==> config.mk <==
export PLATFORM = sky130hd
export DESIGN_NAME = reg_bus_master
export DESIGN_NICKNAME = d
export VERILOG_FILES = /design/src/rtl/reg_bus_pkg.sv /design/src/rtl/reg_bus_master.sv
export SDC_FILE = /design/constraint.sdc
export NUM_CORES = 1
export LEC_CHECK = 0
export CORE_MARGIN = 2
export CORE_UTILIZATION = 45
export CTS_BUF_LIST = sky130_fd_sc_hd__clkbuf_8
export CTS_CLUSTER_SIZE = 14
export DETAILED_ROUTE_END_ITERATION = 12
export HOLD_SLACK_MARGIN = 0.06
export PLACE_DENSITY = 0.75
export SLEW_MARGIN = 20
export SYNTH_ARGS = -nofsm -noshare
export SYNTH_HDL_FRONTEND = slang
export SYNTH_SLANG_ARGS = --single-unit
==> constraint.sdc <==
create_clock -name clk -period 2.16 [get_ports clk]
set_input_delay 0.432 -clock clk [delete_from_list [all_inputs] [get_ports clk]]
set_output_delay 0.432 -clock clk [all_outputs]
set_load 0.01 [all_outputs]
==> src/rtl/reg_bus_pkg.sv <==
// Shared definitions for the peripheral register bus initiator:
// state encoding, command byte field positions and default widths.
package reg_bus_pkg;

   localparam int ADDR_W_DEF    = 6;
   localparam int DATA_W_DEF    = 8;

   localparam int CMD_RW_BIT    = 7;
   localparam int CMD_BURST_BIT = 6;

   typedef enum logic [2:0] {
      ST_IDLE     = 3'd0,
      ST_CMD      = 3'd1,
      ST_WDATA    = 3'd2,
      ST_RD_ISSUE = 3'd3,
      ST_RD_SEND  = 3'd4,
      ST_DRAIN    = 3'd5
   } state_t;

endpackage

==> src/rtl/reg_bus_master.sv <==
// Register bus initiator. Turns byte frames from the serial front-end into
// single-cycle read/write strobes towards the register file and returns read
// data through a valid/ready byte handshake.
//
// Ports
//   clk, rst            clock, asynchronous active-high reset
//   frame_active        chip-select window; low aborts the frame
//   rx_valid, rx_data   received byte strobe and data
//   tx_data, tx_valid,  read byte back to the front-end, held until tx_ready
//   tx_ready
//   read, write         one-cycle register strobes
//   addr, data_write    register address and write data
//   data_read           combinational read data for addr
//   ovf_err             sticky: extra byte in a non-burst frame
//
// state       | meaning
// ------------+------------------------------------------------------------
// ST_IDLE     | no frame; entering a frame clears ovf_err
// ST_CMD      | waiting for the command byte
// ST_WDATA    | waiting for write data bytes
// ST_RD_ISSUE | read strobe is high this cycle; capture data_read
// ST_RD_SEND  | tx_valid held until tx_ready
// ST_DRAIN    | transfer done; any further byte flags ovf_err
module reg_bus_master
   import reg_bus_pkg::*;
#(
   parameter int ADDR_W = ADDR_W_DEF,
   parameter int DATA_W = DATA_W_DEF
) (
   input  logic              clk,
   input  logic              rst,
   input  logic              frame_active,
   input  logic              rx_valid,
   input  logic [DATA_W-1:0] rx_data,
   output logic [DATA_W-1:0] tx_data,
   output logic              tx_valid,
   input  logic              tx_ready,
   output logic              read,
   output logic              write,
   output logic [ADDR_W-1:0] addr,
   input  logic [DATA_W-1:0] data_read,
   output logic [DATA_W-1:0] data_write,
   output logic              ovf_err
);

   state_t              state_q, state_d;
   logic                burst_q, burst_d;
   logic [ADDR_W-1:0]   addr_q, addr_d;
   logic [DATA_W-1:0]   data_write_q, data_write_d;
   logic [DATA_W-1:0]   tx_data_q, tx_data_d;
   logic                tx_valid_q, tx_valid_d;
   logic                read_q, read_d;
   logic                write_q, write_d;
   logic                ovf_q, ovf_d;

   always_comb begin
      state_d      = state_q;
      burst_d      = burst_q;
      addr_d       = addr_q;
      data_write_d = data_write_q;
      tx_data_d    = tx_data_q;
      tx_valid_d   = tx_valid_q;
      ovf_d        = ovf_q;
      read_d       = 1'b0;
      write_d      = 1'b0;

      // Burst writes step the address once the strobe cycle has used it.
      if (write_q && burst_q) begin
         addr_d = addr_q + ADDR_W'(1);
      end

      if (!frame_active) begin
         state_d    = ST_IDLE;
         tx_valid_d = 1'b0;
      end else begin
         unique case (state_q)
            ST_IDLE: begin
               state_d = ST_CMD;
               ovf_d   = 1'b0;
            end
            ST_CMD: begin
               if (rx_valid) begin
                  addr_d  = rx_data[ADDR_W-1:0];
                  burst_d = rx_data[CMD_BURST_BIT];
                  if (rx_data[CMD_RW_BIT]) begin
                     state_d = ST_WDATA;
                  end else begin
                     state_d = ST_RD_ISSUE;
                     read_d  = 1'b1;
                  end
               end
            end
            ST_WDATA: begin
               if (rx_valid) begin
                  write_d      = 1'b1;
                  data_write_d = rx_data;
                  if (!burst_q) begin
                     state_d = ST_DRAIN;
                  end
               end
            end
            ST_RD_ISSUE: begin
               tx_data_d  = data_read;
               tx_valid_d = 1'b1;
               state_d    = ST_RD_SEND;
            end
            ST_RD_SEND: begin
               // Bytes arriving here are dummy clock-out bytes and are ignored.
               if (tx_ready) begin
                  tx_valid_d = 1'b0;
                  if (burst_q) begin
                     addr_d  = addr_q + ADDR_W'(1);
                     read_d  = 1'b1;
                     state_d = ST_RD_ISSUE;
                  end else begin
                     state_d = ST_DRAIN;
                  end
               end
            end
            ST_DRAIN: begin
               if (rx_valid) begin
                  ovf_d = 1'b1;
               end
            end
            default: begin
               state_d = ST_IDLE;
            end
         endcase
      end
   end

   always_ff @(posedge clk or posedge rst) begin
      if (rst) begin
         state_q      <= ST_IDLE;
         burst_q      <= 1'b0;
         addr_q       <= '0;
         data_write_q <= '0;
         tx_data_q    <= '0;
         tx_valid_q   <= 1'b0;
         read_q       <= 1'b0;
         write_q      <= 1'b0;
         ovf_q        <= 1'b0;
      end else begin
         state_q      <= state_d;
         burst_q      <= burst_d;
         addr_q       <= addr_d;
         data_write_q <= data_write_d;
         tx_data_q    <= tx_data_d;
         tx_valid_q   <= tx_valid_d;
         read_q       <= read_d;
         write_q      <= write_d;
         ovf_q        <= ovf_d;
      end
   end

   assign tx_data    = tx_data_q;
   assign tx_valid   = tx_valid_q;
   assign read       = read_q;
   assign write      = write_q;
   assign addr       = addr_q;
   assign data_write = data_write_q;
   assign ovf_err    = ovf_q;

endmodule

* Yosys cells after proc, flatten, opt, wreduce, memory -nomap -nowiden
Cells that the tools add are included.
Word-level totals: flip-flop bits (word level) 30, logic and storage cells 59
Cells by class: $add $sub $neg 1, equality and inequality tests 12, multiplexer cells 28, reduce and logical (&&, ||, !) cells 9
Operators with widths (count):
- $mux W6 | 5
- $mux W3 | 6
- $pmux W3 S6 | 1
- $mux W1 | 12
- $ne A3 B3 Y1 const B | 4
- $pmux W6 S2 | 1
- $reduce_and A3 Y1 | 3
- $add A6 B1 Y6 const B | 1
- $eq A3 B2 Y1 const B | 2
- $eq A3 B3 Y1 const B | 2
- $pmux W1 S2 | 3
- $reduce_and A5 Y1 | 1
- $ne A2 B2 Y1 const B | 2
- $reduce_and A2 Y1 | 2
- $eq A3 B1 Y1 const B | 1
- $logic_not A3 Y1 | 1
- $ne A3 B1 Y1 const B | 1
- $reduce_bool A2 Y1 | 1
- $logic_and A1 B1 Y1 | 1

* Depth between registers and ports, before layout
Gate-level depths: netlist (run 1).
depth in word-level cells 6, depth in mapped cells 7

* Least setup slack after synthesis (run 1)
OpenSTA, ideal clock, no wires.
kind flip-flop to flip-flop, start point register addr_q[0] (netlist: addr[0]), end point register addr_q[3] (netlist: addr[3]), library setup time 126 ps, arrival 1306 ps, required time 2034 ps, path slack 728 ps, stages on the path, launching flop included 6, buffers on the path 0, clock period less this slack 1432 ps, cells stage by stage dfrtp_1 > nand3_2 > nor2_1 > xnor2_1 > o21ai_0 > a221o_1
Between the ends: word-level cells in the longest chain between the ends 6
RTL lines:
- start, declared | RTL line reg_bus_master.sv:48 | logic [ADDR_W-1:0] addr_q, addr_d;
- start signal, assigned | RTL line reg_bus_master.sv:146 | addr_q <= addr_d;
- $add A6 B1 Y6 (*) | RTL line reg_bus_master.sv:69, reg_bus_master.sv:112
- $mux W6 | RTL line reg_bus_master.sv:68 | if (write_q && burst_q) begin
- $mux W6 | RTL line reg_bus_master.sv:111 | if (burst_q) begin
- $mux W6 | RTL line reg_bus_master.sv:109 | if (tx_ready) begin
- $pmux W6 S2 | RTL line reg_bus_master.sv:76 | unique case (state_q)
- $mux W6 (*) | RTL line reg_bus_master.sv:72 | if (!frame_active) begin
- net addr_d[3] | RTL line reg_bus_master.sv:48
Mark *: on every way through the listed nets, which the timed path passes. The rest lies on a longest branch. A chain may end at the register's enable or synchronous reset.

* Final worst setup path (run 1)
start point register addr_q[0] (netlist: addr[0]), end point output addr[0]
RTL lines:
- end, declared | RTL line reg_bus_master.sv:40 | output logic [ADDR_W-1:0] addr,
No word-level cell between the ends.

==> impl_metrics.py, run 1 <==
metrics = {
    "outcome": {
        "status": "finished, final reports clean",
    },
    "pwr": {
        "max-vdd-ir-drop_mv": 0.677,
        "p_total_mw": 2.46,
        "power.internal_mw": 1.65,
        "p_leak_nw": 0.975,
        "sw_frac_of_total_pct": 33.1,
        "power.density_nw_per_um2": 1080,
        "combPwrFrac_pct": 41.6,
        "switching_power_mw": 0.815,
        "power_frac_clock_pct": 19.2,
        "seqPwrFrac_pct": 39.2,
    },
    "critical_path": {
        "cp_slowest_cell": "clkdlybuf4s50_1",
        "critPathLaunchType": "flop",
        "reg2reg_slack_ps": 380,
        "worstPathArrival_ps": 1370,
        "crit_start": "addr[0]",
        "reg2reg_from": "state_q[2]",
        "path_cells": "clkdlybuf4s50_1",
        "critPathMaxFanout": 6,
        "path_class": "flop to output port",
        "r2r-end": "addr[3]",
        "cp.required_ps": 1730,
        "reg2regPathDepth": 6,
        "cp_top_family": "buffers and inverters",
        "cpPeakStageDelay_ps": 590,
        "endpoint_kind": "output port",
        "worst-path-stages": 1,
        "crit_buf_inv": 1,
        "endpoint": "addr[0]",
    },
    "synthesis": {
        "ys_seq_area_share_pct": 44.9,
        "synth_edf_count": 0,
        "synthCells": 148,
        "ys.flop_type": "dfrtp_1",
        "syn_nets": 170,
        "yosysUniqueCellTypes": 47,
        "synthArstFlopShare_pct": 100,
        "syn_area_sq_um": 1670,
        "synth.avg_cell_area_sq_um": 11.3,
        "synth_top_cell_by_area": "dfrtp_1",
        "yosys_warnings": 0,
        "yosys-top-cells-count": "dfrtp_1, mux2_2, o21ai_0",
        "yosysMostFrequentCell": "dfrtp_1",
        "ys_top_cells_by_area": "dfrtp_1, mux2_2, xnor2_1",
        "ys_seq_elements": 30,
        "synth_top_area_share_pct": 44.9,
    },
    "clocking": {
        "postCtsHoldBufs": 0,
        "cts_setup_buffers": 0,
        "cts_resized": 0,
        "clock-root-buffer": "clkbuf_8",
        "cts.sinks": 30,
        "htree_num_levels": 2,
        "clkTransAtPathRegs_ps": 70,
        "clockBufferDepth": 2,
        "tritoncts": "done",
        "cts_buffers": 5,
        "clock_latency_ps": 290,
    },
    "grt": {
        "grt_overflow": 0,
        "grt_pass1_wl_mm": 6.46,
        "track_usage_pct": 20.7,
        "grt_pass1_vias": 1344,
        "grt_max_degree": 17,
        "antenna_found_initial": 0,
    },
    "die": {
        "io_pins": 47,
        "die_h_microns": 65.0,
        "dieArea_sq_um": 4220,
        "coreArea_sq_um": 3610,
        "num_rows": 22,
        "start_util_pct": 46.4,
        "die_w_microns": 65.0,
    },
    "sta": {
        "drv_slew": 0,
        "period_share_pct": 83.5,
        "worstMarginPinSlew_ps": 566,
        "setup_violations": 0,
        "fin_skew_ps": 4.08,
        "period_needed_ps": 1800,
        "fin_tns_setup_ps": 0,
        "rsz0062_at_grt": "false",
        "slew_headroom_pct": 62.2,
        "finalHoldViolCount": 0,
        "max_freq_mhz": 554,
    },
    "detailed_routing": {
        "drtAntennaViolNets": 0,
        "routed_wl_mm": 3.90,
        "firstDrtPassIters": 4,
        "avgRoutedWirePerCell_microns": 15.7,
        "drt-initial-drc-count": 122,
        "via_per_inst": 5.36,
        "drc_errors": 0,
        "via_count": 1334,
    },
    "layout": {
        "fill_cells": 307,
        "area_growth_pct": 36.1,
        "nets": 222,
        "layout-drive-gt1-share_pct": 22.9,
        "num_antenna_cells": 0,
        "final_util_pct": 63.1,
    },
    "placed_design": {
        "dp_hpwl_mm": 2.92,
        "io_buffers": 46,
        "gp_congestion": 0.925,
    },
    "run": {
        "maxCapViolCount": 0,
    },
    "min_path": {
        "hold_class": "flop to flop",
    },
}
==> layout by cell type (no fill, tap or decap), drive strengths merged, types with 2 or more instances in the layout <==
cell type	n
clkdlybuf4s50	46
dfrtp	30
mux2	17
nand3	12
o21ai	11
nand2	8
nor2	8
o22ai	7
buf	7
a21o	6
xnor2	6
clkbuf	6
xor2	3
inv	3
nand2b	3
nor3	3
a21oi	2
mux2i	2
nand3b	2
a21boi	2
==> through the flow <==
step	hold WS [ps]	instance area, sq um	std cells	worst slack (ps)
after detailed placement	479	2180	241	217
after CTS	494	2270	249	356
final	489	2270	249	355
after global placement	471	2180	241	254
after floorplan	523	1670	148	728
after global routing	510	2270	249	288
==> power groups by stage <==
| stage | Clock [mW] | Combinational, mW | Sequential, mW |
|---|---|---|---|
| after global placement | 0 | 0.999 | 0.953 |
| after CTS | 0.489 | 1.03 | 0.964 |
| final | 0.472 | 1.02 | 0.964 |
| after floorplan | 0 | 0.467 | 1.01 |
| after detailed placement | 0 | 1.02 | 0.971 |
| after global routing | 0.523 | 1.10 | 0.993 |
==> state kept, by name (all words and copies together), names as in the netlist <==
name,flops
burst_q,1
read,1
ovf_err,1
tx_valid,1
addr,6
data_write,8
write,1
tx_data,8
state_q,3
==> final cells by class <==
type | count | area, sq um | area share (%)
clock buffer | 6 | 82.6 | 3.63
clock inverter | 2 | 12.5 | 0.550
tap | 48 | 60.1 | 2.64
inverter | 3 | 11.3 | 0.495
sequential | 30 | 751 | 33.0
multi-input combinational | 107 | 845 | 37.1
timing repair buffer | 53 | 513 | 22.6
==> worst min path at each step <==
stage                     slack (ps)  cells after the start            end          start
final                            490                      1  data_write[1]  data_write[1]
after global routing             510                      1  data_write[7]  data_write[7]
after CTS                        490                      1  data_write[1]  data_write[1]
after detailed placement         480                      1  data_write[1]  data_write[1]
after global placement           470                      1  data_write[1]  data_write[1]
after floorplan                  520                      1        addr[0]            rst
==> metal layers <==
layer	share of wire [%]	vias up	global-route usage (%)	wire (microns)
met5	0	-	0	0
met4	1.7	0	10.6	67
met3	6.2	8	6.42	241
met2	50	40	32.9	1940
met1	42	646	25.2	1650
li1	-	640	-	-
==> logic make-up (layout without fill, tap and decap cells) <==
logic type      count (synthesis)  in the layout  synth area share (%)
flops                          30             30                  44.9
buf+inv                        11             64                  4.57
xor+xnor                        9              9                  4.72
mux                            19             19                  12.9
simple gates                   42             42                  17.6
compound gates                 36             36                  14.6
fa+ha+maj                       1              1                 0.748
No activity file was read; power rests on OpenSTA's default activity.
==> run 2, diff against run 1 <==
--- a/config.mk
+++ b/config.mk
@@ -6,12 +6,12 @@
 export NUM_CORES = 1
 export LEC_CHECK = 0
 export CORE_MARGIN = 2
-export CORE_UTILIZATION = 45
+export CORE_UTILIZATION = 44
 export CTS_BUF_LIST = sky130_fd_sc_hd__clkbuf_8
 export CTS_CLUSTER_SIZE = 14
 export DETAILED_ROUTE_END_ITERATION = 12
 export HOLD_SLACK_MARGIN = 0.06
-export PLACE_DENSITY = 0.75
+export PLACE_DENSITY = 0.76
 export SLEW_MARGIN = 20
 export SYNTH_ARGS = -nofsm -noshare
 export SYNTH_HDL_FRONTEND = slang
==> constraint.sdc (replaced) <==
create_clock -name clk -period 1.5 [get_ports clk]
set_input_delay 0.3 -clock clk [delete_from_list [all_inputs] [get_ports clk]]
set_output_delay 0.3 -clock clk [all_outputs]
set_load 0.01 [all_outputs]
==> run 2 against run 1 <==
  * The flow now finishes with violations (negative setup slack)
  * Cell count increased by 9.6%
  * Global-route usage increased by 1.4 points
  * Combinational power increased by 63%
  * Non-clock buffer count increased by 23
  * Clock power increased by 47%
  * Via count increased by 7.3%
  * Largest power group unchanged
  * Final area increased by 12%
==> impl_metrics.py, run 2 (synthesized netlist as in run 1, its figures left out) <==
metrics = {
    "outcome": {
        "status": "complete, but fails checks",
        "violations": "negative setup slack",
    },
    "critical_path": {
        "path_class": "flop to flop",
        "worstPathArrival_ps": 1680,
        "critPathMaxFanout": 11,
        "critPathLaunchType": "flop",
        "endpoint_kind": "flop",
        "cp.required_ps": 1670,
    },
    "pwr": {
        "power.density_nw_per_um2": 1440,
        "p_leak_nw": 1.37,
        "p_total_mw": 3.68,
        "max-vdd-ir-drop_mv": 0.953,
    },
    "sta": {
        "fin_skew_ps": 9.59,
        "period_needed_ps": 1500,
        "period_share_pct": 100,
        "worstMarginPinSlew_ps": 384,
        "rsz0062_at_grt": "true",
        "setup_violations": 1,
        "timing.final.ws_setup_ps": -4.33,
        "fin_tns_setup_ps": -4.33,
        "drv_slew": 0,
        "slew_headroom_pct": 74.4,
        "finalHoldViolCount": 0,
        "max_freq_mhz": 665,
    },
    "detailed_routing": {
        "via_per_inst": 5.25,
        "avgRoutedWirePerCell_microns": 15.7,
        "via_count": 1432,
        "firstDrtPassIters": 4,
        "drt-initial-drc-count": 75,
        "routed_wl_mm": 4.28,
        "drtAntennaViolNets": 0,
        "drc_errors": 0,
    },
    "placed_design": {
        "place_ws_ps": -262,
        "io_buffers": 46,
        "dp_hpwl_mm": 3.06,
        "gp_congestion": 0.839,
    },
    "grt": {
        "grt_overflow": 0,
        "grt_max_degree": 31,
        "antenna_found_initial": 0,
        "global_route.peak_usage_layer": "met2",
        "gr-usage-met2_pct": 34.2,
        "track_usage_pct": 22.1,
        "grt_util_met3_pct": 5.65,
        "grt_pass1_vias": 1512,
        "grt_pass1_wl_mm": 7.12,
        "grt_use_met1_pct": 29.7,
    },
    "die": {
        "io_pins": 47,
        "coreArea_sq_um": 3660,
        "dieArea_sq_um": 4310,
        "die_w_microns": 65.6,
        "die_h_microns": 65.6,
        "num_rows": 22,
        "start_util_pct": 45.7,
    },
    "layout": {
        "final_cell_mix": "buf_4, dfrtp_1, clkdlybuf4s50_1",
        "num_antenna_cells": 0,
        "final_common_cell": "buf_4",
        "nets": 246,
        "fill_cells": 259,
        "area_growth_pct": 52.5,
        "layout-drive-gt1-share_pct": 35.1,
    },
    "clocking": {
        "postCtsHoldBufs": 0,
        "clock_latency_ps": 290,
        "clockBufferDepth": 2,
        "tritoncts": "done",
        "clkTransAtPathRegs_ps": 70,
        "clock-root-buffer": "clkbuf_8",
        "cts.sinks": 30,
        "cts_buffers": 5,
        "htree_num_levels": 2,
    },
    "min_path": {
        "hold_class": "input port to async pin",
    },
    "run": {
        "maxCapViolCount": 0,
    },
}
==> run 2: power by group <==
group,internal [mW],leakage [nW],switching (mW),total [mW]
logic,0.984,0.942,0.673,1.66
clock network,0.368,0.0472,0.326,0.694
registers,1.11,0.385,0.219,1.33
==> run 2: layout make-up <==
| class | count | area (sq um) | share of cell area [%] |
|---|---|---|---|
| multi-input combinational | 108 | 900 | 35.3 |
| timing repair buffer | 76 | 728 | 28.6 |
| inverter | 3 | 11.3 | 0.442 |
| clock inverter | 2 | 12.5 | 0.491 |
| clock buffer | 6 | 82.6 | 3.24 |
| sequential | 30 | 754 | 29.6 |
| tap | 48 | 60.1 | 2.36 |
==> run 2: repair_timing <==
action / CTS / global route
endpoints found under the setup margin: 8 / 32
buffers inserted: 3 / 1
gates resized for setup: 7 / 32
pin swaps: 0 / 1
gates cloned: 0 / 1
==> run 2: per-layer routing <==
metal,part of all wire (%),wire length [microns]
met5,0,0
met4,1.3,55
met3,3.4,147
met2,50,2140
met1,45,1940
==> run 2: critical path: stages, from the launching register on <==
cell,delay (ps)
dfrtp_1,430
buf_4,200
nor2b_1,150
a21o_1,170
a22oi_1,160
o32ai_1,120
and2_1,160
==> run 2: final timing paths <==
check                      startpoint         end  slack (ps)  cells after the start
max in group asynchronous         rst     addr[3]         810                      3
hold / removal                    rst     addr[5]         380                      3
hold reg to reg            tx_data[5]  tx_data[5]         500                      1
min in group clk           tx_data[5]  tx_data[5]         500                      1
setup reg to reg           state_q[2]  state_q[1]          -4                      6
setup / recovery           state_q[2]  state_q[1]          -4                      6
==> run 2: through the flow <==
| stage | std cells | utilization [%] | area [sq um] | hold WS, ps |
|---|---|---|---|---|
| 2_1_floorplan | 148 | - | 1670 | 391 |
| 3_3_place_gp | 260 | 63.4 | 2320 | 470 |
| 3_5_place_dp | 260 | 63.4 | 2320 | 489 |
| 4_1_cts | 271 | 66.5 | 2440 | 401 |
| 5_1_grt | 273 | 69.6 | 2550 | 458 |
| 6_report | 273 | 69.6 | 2550 | 384 |
